**src/rtl/serial_adder_pkg.sv**
```systemverilog
// serial_adder_pkg: shared state encoding and sizing helpers for serial_adder
package serial_adder_pkg;

    typedef enum logic [1:0] {IDLE, RUN, DONE} sadd_state_e;

    function automatic int cnt_width(input int ndig);
        return (ndig > 1) ? $clog2(ndig) : 1;
    endfunction

endpackage

```
**src/rtl/full_adder.sv**
```systemverilog
// full_adder: single-bit full adder cell
module full_adder (
    input  logic a,
    input  logic b,
    input  logic ci,
    output logic s,
    output logic co
);
    assign s  = a ^ b ^ ci;
    assign co = (a & b) | (ci & (a ^ b));
endmodule

```
**src/rtl/serial_adder_digit_adder.sv**
```systemverilog
// digit_adder: combinational DIGIT-bit ripple chain of full_adder cells
module digit_adder #(
    parameter int DIGIT = 4
) (
    input  logic [DIGIT-1:0] a,
    input  logic [DIGIT-1:0] b,
    input  logic             ci,
    output logic [DIGIT-1:0] s,
    output logic             co,
    output logic             c_msb
);
    logic [DIGIT:0] c;

    assign c[0]  = ci;
    assign co    = c[DIGIT];
    assign c_msb = c[DIGIT-1];

    for (genvar i = 0; i < DIGIT; i++) begin : g_fa
        full_adder u_fa (
            .a (a[i]),
            .b (b[i]),
            .ci(c[i]),
            .s (s[i]),
            .co(c[i+1])
        );
    end
endmodule

```
**src/rtl/serial_adder.sv**
```systemverilog
// serial_adder: multi-cycle adder processing DIGIT bits per clock with valid/ready handshakes
module serial_adder
    import serial_adder_pkg::*;
#(
    parameter int WIDTH = 32,
    parameter int DIGIT = 4
) (
    input  logic             clk_i,
    input  logic             rst_ni,
    input  logic             valid_i,
    output logic             ready_o,
    input  logic [WIDTH-1:0] a_i,
    input  logic [WIDTH-1:0] b_i,
    input  logic             c_i,
    output logic             valid_o,
    input  logic             ready_i,
    output logic [WIDTH-1:0] sum_o,
    output logic             c_o,
    output logic             ovf_o
);
    localparam int NDIG = WIDTH / DIGIT;
    localparam int CW   = cnt_width(NDIG);

    if (WIDTH % DIGIT != 0) begin : g_bad_digit
        $error("serial_adder: WIDTH must be a multiple of DIGIT");
    end

    sadd_state_e            state;
    logic [CW-1:0]          cnt;
    logic [WIDTH-1:0]       a_sr, b_sr;
    logic                   carry_q;
    logic [DIGIT-1:0]       d_sum;
    logic                   d_co, d_cmsb;
    logic [WIDTH+DIGIT-1:0] sum_shift;

    digit_adder #(.DIGIT(DIGIT)) u_digit (
        .a    (a_sr[DIGIT-1:0]),
        .b    (b_sr[DIGIT-1:0]),
        .ci   (carry_q),
        .s    (d_sum),
        .co   (d_co),
        .c_msb(d_cmsb)
    );

    // new digit enters the sum register from the top; works unchanged when NDIG==1
    assign sum_shift = {d_sum, sum_o} >> DIGIT;
    assign ready_o   = (state == IDLE);
    assign valid_o   = (state == DONE);

    // handshake FSM, digit counter, operand shifters and result registers
    always_ff @(posedge clk_i or negedge rst_ni) begin
        if (!rst_ni) begin
            state   <= IDLE;
            cnt     <= '0;
            a_sr    <= '0;
            b_sr    <= '0;
            carry_q <= 1'b0;
            sum_o   <= '0;
            c_o     <= 1'b0;
            ovf_o   <= 1'b0;
        end else begin
            case (state)
                IDLE: if (valid_i) begin
                    a_sr    <= a_i;
                    b_sr    <= b_i;
                    carry_q <= c_i;
                    cnt     <= '0;
                    state   <= RUN;
                end
                RUN: begin
                    sum_o   <= sum_shift[WIDTH-1:0];
                    a_sr    <= a_sr >> DIGIT;
                    b_sr    <= b_sr >> DIGIT;
                    carry_q <= d_co;
                    if (cnt == CW'(NDIG - 1)) begin
                        c_o   <= d_co;
                        ovf_o <= d_co ^ d_cmsb;
                        state <= DONE;
                    end else begin
                        cnt <= cnt + CW'(1);
                    end
                end
                DONE: if (ready_i) state <= IDLE;
                default: state <= IDLE;
            endcase
        end
    end
endmodule

```
**config.mk**
```make
export PLATFORM = sky130hd
export DESIGN_NAME = serial_adder
export DESIGN_NICKNAME = d
export VERILOG_FILES = /design/src/rtl/serial_adder_pkg.sv /design/src/rtl/full_adder.sv /design/src/rtl/serial_adder_digit_adder.sv /design/src/rtl/serial_adder.sv
export SDC_FILE = /design/constraint.sdc
export NUM_CORES = 1
export LEC_CHECK = 0
export BUFFER_PORTS_ARGS = -buffer_cell sky130_fd_sc_hd__clkbuf_2
export CORE_MARGIN = 2
export CORE_UTILIZATION = 32
export DETAILED_ROUTE_END_ITERATION = 8
export GPL_ROUTABILITY_DRIVEN = 0
export PLACE_DENSITY_LB_ADDON = 0.05
export SETUP_SLACK_MARGIN = 0.5
export SLEW_MARGIN = 10
export SYNTH_ARGS = -nofsm -noshare
export SYNTH_HDL_FRONTEND = slang
export SYNTH_HIERARCHICAL = 1
export SYNTH_SLANG_ARGS = --single-unit
```
**constraint.sdc**
```tcl
create_clock -name clk_i -period 6.85 [get_ports clk_i]
set_clock_uncertainty 0.05 [all_clocks]
set_input_delay 0 -clock clk_i [delete_from_list [all_inputs] [get_ports clk_i]]
set_output_delay 0 -clock clk_i [all_outputs]
set_load 0.02 [all_outputs]
```
==> flow_metrics.py <==
metrics = {
    "outcome": {
        "status": "complete, no violations",
    },
    "clock_network": {
        "cts_htree_levels": 3,
        "clock_path_buffers": 2,
        "cts_tree": "yes",
        "clk_latency_ns": 0.35,
        "path_clk_slew_ns": 0.07,
        "cts_root_buf": "clkbuf_16",
        "cts_sinks": 104,
        "numCtsBuffers": 9,
    },
    "worst_setup_path": {
        "critPathMaxFanout": 3,
        "worst_setup_path_start_kind": "register",
        "crit_family": "adder cells",
        "slowest_delay_ns": 0.45,
        "worstSetupPathType": "register to register",
        "cpMaxStageDelayCell": "fa_1",
        "path_cells": "fa_1, fa_1, fa_1, fa_1, xor2_1, mux2_2",
        "path_buf_inv": 0,
        "cp-end-kind": "register",
        "required_ns": 7.04,
        "cp.arrival_ns": 2.92,
        "cpMostUsedCell": "fa_1",
    },
    "place": {
        "dp_hpwl_mm": 8.04,
        "io_buffers": 104,
    },
    "floorplan": {
        "io_pins": 105,
        "die_w_um": 122,
        "core_area_um2": 13800,
        "dieHeight_um": 122,
        "start_util_pct": 32.5,
        "num_rows": 43,
        "dieArea_um2": 14900,
    },
    "detailed_routing": {
        "postRouteAntennaNets": 0,
        "routed_wl_mm": 12.8,
        "wl_per_cell_um": 16.2,
        "drcViolationCount": 0,
        "via_per_inst": 4.95,
        "firstDrtPassIters": 5,
        "vias": 3909,
        "drtIter0Drc": 213,
    },
    "final_layout": {
        "diodes": 0,
        "final_nets": 679,
        "multi_input_area_um2": 1650,
        "seq_area_um2": 2600,
        "fillCellCount": 1425,
        "drive_gt1_share_pct": 22.0,
        "finish.utilization_pct": 43.5,
        "area_delta_synth_final_pct": 34.1,
    },
    "logic_synthesis": {
        "yosysMostFrequentCell": "dfrtp_1",
        "ys.flop_type": "dfrtp_1",
        "synth_top_area_cell": "dfrtp_1",
        "synth_edf_count": 0,
        "ys_types": 29,
        "synth_area_um2": 4470,
        "synth.area.top_cells": "dfrtp_1, o22ai_1, nand2_1, a21oi_1, nor2_1",
        "synth_top_area_share_pct": 58.2,
        "synth_cells": 455,
        "ys_top_cells_by_count": "dfrtp_1, nand2_1, o22ai_1, a21oi_1, nor2_1",
        "ys_ff_latch": 104,
        "ys_warn_count": 6,
        "syn_area_per_cell_um2": 9.83,
        "synthesis.nets": 530,
        "async_flop_share_pct": 100,
        "ys_seq_area_share_pct": 58.2,
    },
    "sta": {
        "setup_viol": 0,
        "period_minus_slack_ns": 2.72,
        "final-max-slew-violation-count": 0,
        "relSlewSlack_pct": 28.0,
        "tns_ns": 0,
        "fin_crit_sh_pct": 39.8,
        "worstMarginPinSlew_ns": 1.08,
        "fmax_mhz": 367,
        "hold_viol": 0,
        "rsz0062_at_grt": "no",
    },
    "global_route": {
        "grt_pass1_vias": 3903,
        "grt_max_degree": 54,
        "grt-ovfl-total": 0,
        "grt_usage_pct": 17.9,
        "antenna_found_initial": 0,
        "grt_pass1_wl_mm": 20.3,
    },
    "hold_path": {
        "min_path_type": "primary input to async pin",
    },
    "power_and_ir_drop": {
        "peakVddDrop_uv": 194,
        "power_density_nw_per_um2": 440,
        "leakagePower_uw": 0.00281,
        "p_total_uw": 2640,
    },
    "run": {
        "drv_cap": 0,
    },
}
## cells by family after synthesis
family,count (synthesis),share of synthesized area [%]
flops,104,58.2
fa+ha+maj,6,2.35
xor+xnor,1,0.196
simple gates,154,13.7
compound gates,148,20.0
buf+inv,40,5.09
mux,2,0.504
## repair_timing
action,CTS,global route
hold buffers,67,0
endpoints found under the hold margin,117,0
gates resized for setup,0,0
setup buffers,0,0
## worst paths after layout
path                            cells after the start  slack [ns]                    end                 start
worst max-delay path                                6        4.13      ovf_o$_DFFE_PN0P_   a_sr[0]$_DFFE_PN0P_
worst min-delay path                                2        0.18  sum_o[19]$_DFFE_PN0N_                rst_ni
worst max register to register                      6        4.13      ovf_o$_DFFE_PN0P_   a_sr[0]$_DFFE_PN0P_
worst min register to register                      2        0.42   sum_o[1]$_DFFE_PN0N_  sum_o[1]$_DFFE_PN0N_
max in group asynchronous                           3        5.41   a_sr[19]$_DFFE_PN0P_                rst_ni
min in group clk_i                                  3        0.33   state[1]$_DFFE_PN0P_               ready_i
## worst register-to-register path, cell delays in order (launching register included)
cell     delay [ns]
dfrtp_1        0.41
fa_1           0.44
fa_1           0.40
fa_1           0.44
fa_1           0.45
xor2_1         0.16
mux2_2         0.25
## placed cells by master (no fill, tap or decap), types with 2 or more instances in the layout
master / netlist / final
nand2_1: 100 / 100
a22o_1: 3 / 3
o221a_2: 4 / 4
nand3b_1: 4 / 4
a21oi_1: 55 / 55
clkbuf_8: 0 / 3
nor2_1: 42 / 42
mux2_2: 2 / 2
dfrtp_1: 104 / 104
inv_1: 2 / 2
ha_1: 2 / 2
o22ai_1: 69 / 69
o2bb2ai_1: 3 / 3
o21ai_0: 8 / 8
buf_4: 4 / 6
nand2b_1: 4 / 3
clkbuf_16: 0 / 9
dlygate4sd3_1: 0 / 67
clkbuf_2: 1 / 103
clkinv_2: 0 / 3
a22oi_1: 2 / 2
fa_1: 4 / 4
## per-layer routing
layer  up-vias  share of wire, %  global-route usage [%]
met5         -                 0                       0
met4         0               1.7                    5.89
met3        12               4.7                    4.54
met2       104                49                    29.9
met1      1899                45                    22.8
li1       1894                 -                       -
## stage by stage
stage                     worst slack, ns  cells  hold WS [ns]  cell area, um2
after floorplan                      4.25    455        -0.346            4470
after global placement               4.20    706        0.0491            5040
after detailed placement             4.11    706        0.0476            5040
after CTS                            4.11    789         0.203            6000
after global routing                 4.01    789         0.251            6000
final                                4.13    789         0.175            6000
## final cells by class
class | instances | share of cell area (%)
repair buffers | 176 | 20.5
clock inverters | 3 | 0.250
multi-input cells | 311 | 27.4
well taps | 180 | 3.76
inverters | 2 | 0.125
flip-flops and latches | 104 | 43.4
clock buffers | 13 | 4.51
## sequential cells by signal, summed over array words and instances, names as in the netlist
signal / flops
carry_q: 1
cnt: 3
sum_o: 32
state: 2
ovf_o: 1
b_sr: 32
c_o: 1
a_sr: 32
## where the power goes
part | switching, uW | leakage [uW] | internal (uW)
Clock | 227 | 0.000145 | 275
Sequential | 209 | 0.00124 | 897
Combinational | 621 | 0.00142 | 411
Note: power is estimated with default switching activity, not from simulation.
